## config.mk

```make
export PLATFORM = sky130hd
export DESIGN_NAME = inst_fetch_queue
export DESIGN_NICKNAME = d
export VERILOG_FILES = /design/src/rtl/inst_fetch_queue.sv
export SDC_FILE = /design/constraint.sdc
export NUM_CORES = 1
export LEC_CHECK = 0
export CAP_MARGIN = 40
export CELL_PAD_IN_SITES_DETAIL_PLACEMENT = 1
export CELL_PAD_IN_SITES_GLOBAL_PLACEMENT = 1
export CORE_AREA = 2 2 190 239
export CTS_BUF_LIST = sky130_fd_sc_hd__clkbuf_16
export DETAILED_ROUTE_END_ITERATION = 6
export DIE_AREA = 0 0 192 241
export GPL_ROUTABILITY_DRIVEN = 0
export PLACE_DENSITY_LB_ADDON = 0.1
export SETUP_SLACK_MARGIN = 0.2
export SYNTH_ARGS = -nofsm -noshare
export SYNTH_HDL_FRONTEND = slang
export SYNTH_SLANG_ARGS = --single-unit
```

## constraint.sdc

```tcl
create_clock -name CLK -period 2.6 [get_ports CLK]
set_clock_uncertainty 0.2 [all_clocks]
set_input_delay 0.52 -clock CLK [delete_from_list [all_inputs] [get_ports CLK]]
set_output_delay 0.52 -clock CLK [all_outputs]
set_load 0.02 [all_outputs]
```

## src/rtl/inst_fetch_queue.sv

```systemverilog
// Instruction fetch queue: credit-based fetch requests to instruction memory,
// an in-order tag FIFO for in-flight addresses, and a DEPTH-entry instruction
// queue toward decode. Redirects (flush) empty the queue and drain stale
// responses before fetching resumes.
// Optional feature: define IFQ_PERF_COUNT_EN to enable the fetchCount counter.
`timescale 1ns/1ps

module inst_fetch_queue #(
    parameter int unsigned DEPTH = 4
) (
    input  logic        CLK,
    input  logic        RST,
    input  logic [31:0] curPC,
    output logic        PCWre,
    input  logic        flush,
    output logic        imemReq,
    output logic [31:0] imemAddr,
    input  logic        imemReady,
    input  logic        imemRvalid,
    input  logic [31:0] imemRdata,
    output logic        instValid,
    input  logic        instReady,
    output logic [31:0] instOut,
    output logic [31:0] instPC,
    output logic [31:0] fetchCount
);

    localparam int unsigned PW = (DEPTH > 1) ? $clog2(DEPTH) : 1;
    localparam int unsigned CW = PW + 1;

    typedef enum logic {
        RUN   = 1'b0,
        DRAIN = 1'b1
    } state_t;

    state_t        state;
    state_t        state_nxt;
    logic [CW-1:0] discard;
    logic [CW-1:0] discard_nxt;

    logic [CW-1:0] count;
    logic [CW-1:0] outstanding;
    logic [CW:0]   credit_sum;
    logic [PW-1:0] q_wr;
    logic [PW-1:0] q_rd;
    logic [PW-1:0] t_wr;
    logic [PW-1:0] t_rd;

    logic [31:0]   q_inst [DEPTH];
    logic [31:0]   q_pc   [DEPTH];
    logic [31:0]   t_addr [DEPTH];

    logic          req_fire;
    logic          rsp_fire;
    logic          push;
    logic          pop;

    // Handshake qualifiers; a response with nothing in flight is ignored
    assign credit_sum = {1'b0, count} + {1'b0, outstanding};
    assign req_fire   = imemReq & imemReady;
    assign rsp_fire   = imemRvalid & (outstanding != '0);
    assign push       = rsp_fire & (state == RUN) & ~flush;
    assign pop        = instValid & instReady & ~flush;

    // Word-aligned request address, held at zero while in reset
    assign imemAddr   = RST ? 32'h0 : (curPC & 32'hFFFF_FFFC);
    assign PCWre      = req_fire | flush;

    // Head of the instruction queue presented to decode
    assign instValid  = (count != '0);
    assign instOut    = instValid ? q_inst[q_rd] : 32'h0;
    assign instPC     = instValid ? q_pc[q_rd]   : 32'h0;

    // FSM state and discard counter register
    always_ff @(posedge CLK or posedge RST) begin
        if (RST) begin
            state   <= RUN;
            discard <= '0;
        end else begin
            state   <= state_nxt;
            discard <= discard_nxt;
        end
    end

    // Next-state, discard bookkeeping and request enable
    always_comb begin
        state_nxt   = state;
        discard_nxt = discard;
        imemReq     = 1'b0;
        case (state)
            RUN: begin
                imemReq = ~flush & (credit_sum < (CW+1)'(DEPTH));
                if (flush) begin
                    discard_nxt = outstanding - CW'(rsp_fire);
                    state_nxt   = (discard_nxt != '0) ? DRAIN : RUN;
                end
            end
            DRAIN: begin
                if (rsp_fire && (discard != '0)) begin
                    discard_nxt = discard - CW'(1);
                end
                if (discard_nxt == '0) begin
                    state_nxt = RUN;
                end
            end
            default: begin
                state_nxt = RUN;
            end
        endcase
    end

    // Occupancy counters and FIFO pointers
    always_ff @(posedge CLK or posedge RST) begin
        if (RST) begin
            count       <= '0;
            outstanding <= '0;
            q_wr        <= '0;
            q_rd        <= '0;
            t_wr        <= '0;
            t_rd        <= '0;
        end else begin
            outstanding <= outstanding + CW'(req_fire) - CW'(rsp_fire);
            if (req_fire) begin
                t_wr <= t_wr + PW'(1);
            end
            if (rsp_fire) begin
                t_rd <= t_rd + PW'(1);
            end
            if (flush) begin
                count <= '0;
                q_rd  <= q_wr;
            end else begin
                count <= count + CW'(push) - CW'(pop);
                if (push) begin
                    q_wr <= q_wr + PW'(1);
                end
                if (pop) begin
                    q_rd <= q_rd + PW'(1);
                end
            end
        end
    end

    // Storage for in-flight tags and queued instructions
    always_ff @(posedge CLK) begin
        if (req_fire) begin
            t_addr[t_wr] <= imemAddr;
        end
        if (push) begin
            q_inst[q_wr] <= imemRdata;
            q_pc[q_wr]   <= t_addr[t_rd];
        end
    end

`ifdef IFQ_PERF_COUNT_EN
    logic [31:0] fetch_cnt;

    // Delivered-instruction counter, wraps naturally at 2^32
    always_ff @(posedge CLK or posedge RST) begin
        if (RST) begin
            fetch_cnt <= 32'h0;
        end else if (pop) begin
            fetch_cnt <= fetch_cnt + 32'd1;
        end
    end

    assign fetchCount = fetch_cnt;
`else
    assign fetchCount = 32'h0;
`endif

endmodule

```

# Yosys cells after proc, flatten, opt, wreduce, memory -nomap -nowiden
# Memories as Yosys holds them, arrays and structs flattened.
# Index checks and enable logic that the tools add are counted.
# totals
ram_bits	384
input_bits	70
output_inout_bits	131
n_memories	3
word_cells	61
regBits	18
# op_classes
n_lt_le_gt_ge	1
n_eq_ne	1
addsub	11
reduce_logical	8
bitwise	10
n_mux	19
# memory_table
name	depth	word_bits	rd	rd_ports_with_merged_regs	wr	line_no	rtl
q_inst	4	32	1	0	1	49	logic [31:0] q_inst [DEPTH];
q_pc	4	32	1	0	1	50	logic [31:0] q_pc [DEPTH];
t_addr	4	32	1	0	1	51	logic [31:0] t_addr [DEPTH];
# op_table
op	n
$mux W32	3
$mux W3	4
$reduce_bool A3 Y1	4
$sub A3 B1 Y3	3
$add A2 B1 Y2 const B	4
$mux W1	8
$and A1 B1 Y1	7
$add A3 B1 Y3	2
$pmux W3 S2	1
$add A3 B3 Y4	1
$lt A4 B3 Y1 const B	1
$mux W2	2
$logic_not A3 Y1	1
$sub A3 B1 Y3 const B	1
$ne A2 B2 Y1 const B	1
$not A1 Y1	2
$pmux W1 S2	1
$reduce_and A2 Y1	1
$reduce_bool A2 Y1	1
$logic_and A1 B1 Y1	1
$or A1 B1 Y1	1

# Longest topological paths before layout
# Gate-level depths: netlist of the first run.
# logic_depth
depth_word	8
depth_mapped	13

# Least setup slack after synthesis of the first run
# No wires, ideal clock.
# synth_timing
path_type	register to register
from	register outstanding[2]
to	register outstanding[2]
slack_ns	-0.424
arrival_time_ns	2.696
required_ns	2.273
path_stages_with_launch	14
synth_period_minus_slack_ns	3.024
n_path_buf	1
path_cell_list	dfrtp_1 -> ha_1 -> nor3_1 -> and3_1 -> clkbuf_1 -> and2_1 -> inv_1 -> ha_1 -> inv_1 -> ha_1 -> inv_1 -> fa_1 -> xnor2_1 -> xnor2_1
# synth_between
elab_chain_cells	7
# synth_lines
item	line_no	rtl
from (decl)	42	logic [CW-1:0] outstanding;
from (signal assigned)	122	outstanding <= outstanding + CW'(req_fire) - CW'(rsp_fire);
$add A3 B3 Y4	59	assign credit_sum = {1'b0, count} + {1'b0, outstanding};
$lt A4 B3 Y1	92	imemReq = ~flush & (credit_sum < (CW+1)'(DEPTH));
$and A1 B1 Y1	92	
$mux W1	90	case (state)
via imemReq	16	output logic imemReq,
$and A1 B1 Y1	60	assign req_fire = imemReq & imemReady;
$add A3 B1 Y3	122	
$sub A3 B1 Y3	122	
# The timed path passes the listed nets, and every way through them passes these cells.
# A chain may end at the register's enable or synchronous reset.

# Worst setup path after layout of the first run
# layout_timing
from	register q_rd[0]
to	output instPC[17]
# layout_between
elab_chain_cells	2
# layout_lines
item	line_no	rtl
from (decl)	45	logic [PW-1:0] q_rd;
from (signal assigned)	131	q_rd <= q_wr;
from (signal assigned)	138	q_rd <= q_rd + PW'(1);
$mem_v2 Z4 W32	-	
$mux W32	72	assign instPC = instValid ? q_pc[q_rd] : 32'h0;
to (decl)	24	output logic [31:0] instPC,
# No other way between the ends.

==> results of run 1 <==
flip-flops by register name, indices dropped and copies added, names as in the netlist, 3 cells and up:
| name | count |
|---|---|
| q_inst | 128 |
| q_pc | 120 |
| t_addr | 120 |
| count | 3 |
| discard | 3 |
| outstanding | 3 |
final timing paths:
kind                       startpoint    endpoint  slack (ns)  depth (start not counted)
max                           q_rd[0]  instPC[17]       -0.29                          6
min                        discard[0]  discard[0]        0.33                          1
max reg2reg                  count[1]    count[2]       -0.07                         12
min reg2reg                discard[0]  discard[0]        0.33                          1
max in group asynchronous         RST     q_rd[0]        1.56                          4
min in group asynchronous         RST     t_wr[1]        0.40                          4
cell usage after synthesis:
cell type / n / area, um^2
a211o_1: 2 / 17.52
a211o_2: 1 / 10.01
a21boi_1: 1 / 7.510
a31oi_1: 1 / 6.260
and2_1: 63 / 394.1
and3_1: 9 / 56.30
buf_1: 2 / 7.510
buf_2: 11 / 55.05
buf_4: 36 / 270.3
clkbuf_1: 20 / 75.07
conb_1: 1 / 3.750
dfrtp_1: 18 / 450.4
edfxtp_1: 368 / 11050
fa_1: 2 / 40.04
ha_1: 18 / 225.2
inv_1: 18 / 67.56
inv_2: 1 / 3.750
mux2_2: 1 / 11.26
mux4_2: 92 / 2072
nand2_1: 5 / 18.77
nand2b_1: 2 / 12.51
nand3_1: 4 / 20.02
nand3_2: 1 / 10.01
nor2_1: 8 / 30.03
nor2b_1: 31 / 193.9
nor3_1: 2 / 10.01
o211a_1: 2 / 20.02
o21ai_0: 4 / 20.02
o31ai_4: 1 / 21.27
or3_1: 1 / 6.260
or4_4: 1 / 11.26
xnor2_1: 8 / 70.07
xor2_1: 3 / 26.28
cell type report:
| type | instances | area share, % |
|---|---|---|
| flip-flops and latches | 386 | 57.09 |
| multi-input cells | 299 | 19.02 |
| repair buffers | 270 | 14.21 |
| clock buffers | 41 | 5.088 |
| well taps | 572 | 3.549 |
| clock inverters | 24 | 0.6391 |
| inverters | 19 | 0.3661 |
| diodes | 3 | 0.03723 |
power groups by stage:
stage	combinational, uW	clock (uW)	sequential [uW]
floorplan	3890	0	7690
global placement	6230	0	7830
CTS	7540	5300	7690
detailed placement	6400	0	7860
global route	8300	5520	7740
finish	7720	5120	7700
kinds of logic (layout without fill, tap and decap cells):
kind of cell	Yosys count	in the layout	synth area share [%]
AO/OA/AOI/OAI	12	12	0.6709
flip-flops	386	386	75.20
adder cells (fa/ha/maj)	20	20	1.734
XOR/XNOR	11	11	0.6300
buffers and inverters	88	354	3.133
multiplexers	93	93	13.62
other	1	39	0.02452
AND/OR/NAND/NOR	127	127	4.990
metrics by stage:
step / util [%] / hold slack, ns
CTS: 45.42 / 0.3333
global placement: 41.72 / 0.2887
floorplan: - / 0.2750
global route: 45.92 / 0.3494
finish: 45.93 / 0.3301
detailed placement: 41.72 / 0.3202
routing by layer:
metal | wire [um] | vias to the layer above
li1 | - | 3407
met1 | 13590 | 3916
met2 | 17690 | 179
met3 | 1467 | 37
met4 | 570 | 2
met5 | 9 | -
what timing repair did:
item                       4_1_cts  5_1_grt
hold endpoints to repair         0        0
pin swaps                       41       16
gates resized for setup        513       57
setup endpoints to repair      100       92
setup buffers                    9        9
gates cloned                     4        2
placed cells by master (no fill, tap or decap), types with 4 or more instances in the layout:
| master | netlist | final |
|---|---|---|
| edfxtp_1 | 368 | 368 |
| mux4_2 | 92 | 92 |
| buf_4 | 36 | 74 |
| clkdlybuf4s50_1 | 0 | 67 |
| and2_4 | 0 | 57 |
| buf_6 | 0 | 52 |
| clkbuf_16 | 0 | 43 |
| conb_1 | 1 | 36 |
| buf_12 | 0 | 25 |
| inv_1 | 18 | 21 |
| nor2b_1 | 31 | 21 |
| clkdlybuf4s15_2 | 0 | 15 |
| dfrtp_1 | 18 | 13 |
| clkbuf_2 | 0 | 13 |
| buf_2 | 11 | 13 |
| nor2b_2 | 0 | 10 |
| ha_1 | 18 | 10 |
| and3_4 | 0 | 9 |
| ha_4 | 0 | 8 |
| nor2_1 | 8 | 7 |
| clkinv_2 | 0 | 7 |
| inv_2 | 1 | 6 |
| and2_1 | 63 | 6 |
| clkinv_1 | 0 | 6 |
| buf_16 | 0 | 6 |
| xnor2_1 | 8 | 5 |
| nand2_1 | 5 | 4 |
| o21ai_0 | 4 | 4 |
==> out/metrics.csv, run 1 <==
stage,metric,value,unit
power,Pwr Total,20540,uW
yosys,Syn. warnings,0,
global_routing,global-route usage over all layers,14.61,%
clock_tree,htree depth,2,
setup_path,critical path class,register to output pin,
die,CORE AREA,43900,um^2
status,status,"complete, but fails checks",
global_routing,met3 Use GR,2.617,%
clock_tree,CTS hold repair buffers,0,
routing,via count,7541,
power,PD cells,1018,nW/um^2
hold_path,hold crit path type,register to register,
setup_path,Setup crit end kind,output pin,
power,leakage power,0.007095,uW
routing,DR WL/cell,20.65,um
clock_tree,clock slew at reported path FFs,0.06,ns
power,P_int,14530,uW
timing,Final Critical Period,2.894,ns
yosys,Avg Inst Size Synth,20.72,um^2
routing,Post-route DRC,0,
yosys,Syn Inst Count,738,
timing,Final Hold Vio Count,0,
setup_path,cell mode on critical path,buf_12,
global_routing,met2 Use GR,26.35,%
placed_design,Port Buf Inserts,162,
clock_tree,worst-skew pair later-pin latency,0.53,ns
setup_path,cells along the critical path,"buf_12, buf_12, buf_16, mux4_2, and2_4, buf_6",
status,failing checks,negative setup slack,
power,clock network power share,24.9,%
routing,DRC marker count from the first detailed-route iteration,370,
cells_and_area,nets@finish,1106,
cells_and_area,FF/Latch Area,11510,um^2
timing,RSZ-0062 raised after global routing,yes,
clock_tree,clk sink count,386,
routing,First-pass DRT Iterations,6,
global_routing,global route overflow,0,
power,Sw Share,29.25,%
cells_and_area,area delta synth->final,31.85,%
routing,drt via density,4.672,
global_routing,number of global-route vias before repair,8505,
cells_and_area,Fill cells,4094,
timing,"Slew Viols, Final",0,
timing,setup_tns,-13.50,ns
yosys,mapped cell area,15290,um^2
timing,Final WS setup,-0.2939,ns
power,part of the power in registers,37.5,%
setup_path,CP required,1.88,ns
setup_path,CP startpoint kind,register,
setup_path,CP peak stage delay,0.50,ns
placed_design,Detail Placement HPWL,21180,um
timing,final period utilization,111.3,%
global_routing,global-route wire length before repair,50740,um
global_routing,pin count of the biggest net entering global routing,32,
power,NetSw,6008,uW
cells_and_area,fin area,20170,um^2
yosys,Seq cells post-synth,386,
setup_path,CP Buf/Inv Count,4,
global_routing,global routing's busiest layer,met2,
setup_path,CP top delay family,buffers and inverters,
routing,Routed Wire Length,33330,um
clock_tree,total CTS buffers,40,
global_routing,initial antenna violation count,1,
die,Starting Density,34.84,%
timing,fmax,0.3456,GHz
die,Die Ht,241,um
power,Comb pwr share,37.6,%
cells_and_area,fraction of layout cells with a size suffix above 1,43.98,%
die,IO Pins,201,
setup_path,critical path's slowest cell,dfrtp_4,
setup_path,WP data arrival,2.17,ns
global_routing,grt met1 use,18.11,%
clock_tree,CTS Root Cell,clkbuf_16,
clock_tree,TritonCTS clock tree,yes,
power,Peak VDD IR,0.5062,mV
setup_path,crit-path max FO,6,
routing,Routed Antenna Nets,0,
cells_and_area,area occupied by multi-input gates,3835,um^2
placed_design,Inst Count DP,1522,
cells_and_area,"Cell Count, Final, Fillers Out",1614,
clock_tree,Longest Clk Path Bufs,3,
yosys,"Seq/Total Area, Yosys",75.20,%
yosys,synth unique cells,33,
die,Die Wd,192,um
die,Rows,86,
die,DIE AREA,46270,um^2
placed_design,pre-CTS WS,-0.3244,ns
placed_design,DP Area,18320,um^2
flow_run,max-cap violations,0,
timing,final setup vio count,66,
Note: power is estimated with default switching activity, not from simulation.
==> inputs of run 2 (changes only) <==
- CORE_AREA: 2 2 190 239 -> 2 2 174 219
- DIE_AREA: 0 0 192 241 -> 0 0 176 221
==> out/metrics.csv, run 2 (synthesis results as in run 1) <==
stage,metric,value,unit,change
timing,RSZ-0062 raised after global routing,yes,,
cells_and_area,nets@finish,1108,,+0.18%
setup_path,CP peak stage delay,0.51,ns,about the same
global_routing,global-route usage over all layers,17.42,%,+2.8 points
routing,DRC marker count from the first detailed-route iteration,429,,+16%
setup_path,cells along the critical path,"buf_4, buf_6, clkbuf_16, mux4_2, and2_4, buf_6",,
status,status,"complete, but fails checks",,
setup_path,critical path's slowest cell,dfrtp_4,,
timing,Post-Route Hold Slack,0.3543,ns,+0.02417 ns
routing,via count,7625,,+1.1%
setup_path,CP Buf/Inv Count,4,,unchanged
cells_and_area,Biggest register,q_inst,,
clock_tree,Longest Clk Path Bufs,3,,unchanged
timing,final period utilization,112.2,%,+0.90 points
clock_tree,htree depth,2,,unchanged
routing,DR WL/cell,21.55,um,+4.4%
clock_tree,clock slew at reported path FFs,0.06,ns,about the same
cells_and_area,area delta synth->final,32.67,%,
clock_tree,CTS Root Cell,clkbuf_16,,
setup_path,CP required,1.88,ns,about the same
timing,Final WS setup,-0.3173,ns,-0.02336 ns
cells_and_area,Antenna Diode Count,0,,-3
hold_path,Min-Delay Path Depth,1,,unchanged
setup_path,cell mode on critical path,buf_6,,
global_routing,global-route wire length before repair,51310,um,+1.1%
cells_and_area,fraction of layout cells with a size suffix above 1,44.32,%,+0.33 points
clock_tree,CTS hold repair buffers,0,,unchanged
timing,Final Hold Vio Count,0,,unchanged
global_routing,global route overflow,0,,unchanged
timing,"Slew Viols, Final",0,,unchanged
clock_tree,clk sink count,386,,unchanged
die,IO Pins,201,,unchanged
die,Rows,79,,-8.1%
setup_path,crit-path max FO,5,,-1
die,Die Wd,176,um,-8.3%
setup_path,CP top delay family,buffers and inverters,,
setup_path,Setup crit end kind,output pin,,
clock_tree,worst-skew pair later-pin latency,0.52,ns,about the same
placed_design,Port Buf Inserts,162,,unchanged
power,PD cells,1053,nW/um^2,+3.4%
placed_design,Detail Placement HPWL,20290,um,-4.2%
cells_and_area,Post-Route Utilization,55.04,%,+9.1 points
flow_run,max-cap violations,0,,unchanged
die,DIE AREA,38900,um^2,-16%
routing,drt via density,4.974,,+6.5%
placed_design,pre-CTS WS,-0.3190,ns,+0.005350 ns
global_routing,number of global-route vias before repair,8666,,+1.9%
cells_and_area,most frequent cells in the layout,"368 x edfxtp_1, 92 x mux4_2, 77 x buf_6",,
setup_path,critical path class,register to output pin,,
power,leakage power,0.007200,uW,+1.5%
timing,fmax,0.3428,GHz,-0.80%
status,failing checks,negative setup slack,,
die,CORE AREA,36870,um^2,-16%
hold_path,hold crit path type,register to register,,
routing,Post-route DRC,0,,unchanged
cells_and_area,max FFs per register,128,,unchanged
power,Peak VDD IR,0.4231,mV,-16%
timing,Final Critical Period,2.917,ns,+0.02336 ns
setup_path,Crit path depth,6,,unchanged
setup_path,CP startpoint kind,register,,
timing,final setup vio count,64,,-3.0%
global_routing,initial antenna violation count,0,,-1
cells_and_area,top flop regs,"q_inst: 128 flops, q_pc: 120 flops, t_addr: 120 flops",,
routing,First-pass DRT Iterations,5,,-1
routing,Routed Antenna Nets,0,,unchanged
die,Die Ht,221,um,-8.3%
clock_tree,total CTS buffers,38,,-5.0%
global_routing,pin count of the biggest net entering global routing,39,,+22%
cells_and_area,"most common cell after layout, fill and taps aside",edfxtp_1,,
setup_path,Register-to-Register Path Depth,12,,unchanged
die,Starting Density,41.48,%,+6.6 points
setup_path,WP data arrival,2.20,ns,+0.03 ns
routing,Routed Wire Length,33040,um,-0.88%
clock_tree,TritonCTS clock tree,yes,,
run 2: cell count changes in the layout (fill, tap and decap cells not counted), sizes merged:
cell,delta
clkdlybuf4s15,-6
clkinv,+6
buf,+5
bufinv,+4
clkbuf,+3
diode,-3
inv,-3
clkinvlp,-1
run 2: layout make-up:
| type | count | area [um^2] |
|---|---|---|
| fill | 3237 | 16580 |
| sequential | 386 | 11510 |
| multi-input combinational | 299 | 3815 |
| timing repair buffer | 274 | 3042 |
| clock buffer | 39 | 975.9 |
| tap | 486 | 608.1 |
| clock inverter | 30 | 265.3 |
| inverter | 19 | 76.32 |
run 2: stage by stage:
step	cells	power (uW)	area, um^2	setup TNS, ns
4_1_cts	1523	21330	20160	-17.26
5_1_grt	1533	22340	20290	-20.37
6_report	1533	21370	20290	-16.84
3_5_place_dp	1423	14150	18140	-9.594
2_1_floorplan	773	11570	15500	-0.1134
3_3_place_gp	1423	13940	18140	-8.450
run 2: worst paths after layout:
check                                 from  slack, ns    endpoint
max in group asynchronous              RST       1.57     q_rd[0]
worst min-delay path            discard[1]       0.35  discard[1]
worst max-delay path               q_rd[0]      -0.32  instPC[15]
worst min register to register  discard[1]       0.35  discard[1]
min in group asynchronous              RST       0.39     t_wr[1]
worst max register to register    count[1]      -0.04    count[2]
run 2: where the power goes:
part           switching, uW  internal, uW
combinational           3740          4550
sequential               194          7440
clock                   2220          3220
total                   6160         15200
run 2: metal layers:
metal | global-route usage (%) | vias up | routed length [um]
met5 | 0 | - | 0
met4 | 4.719 | 0 | 697
met3 | 2.715 | 49 | 1392
met2 | 31.38 | 216 | 17610
met1 | 21.81 | 3956 | 13340
li1 | - | 3404 | -
run 2: what timing repair did:
action                                  4_1_cts  5_1_grt
endpoints found under the setup margin      100       97
buffers inserted                             24        9
pin swaps                                    53       10
gates cloned                                  7        1
resized for setup                           537       62
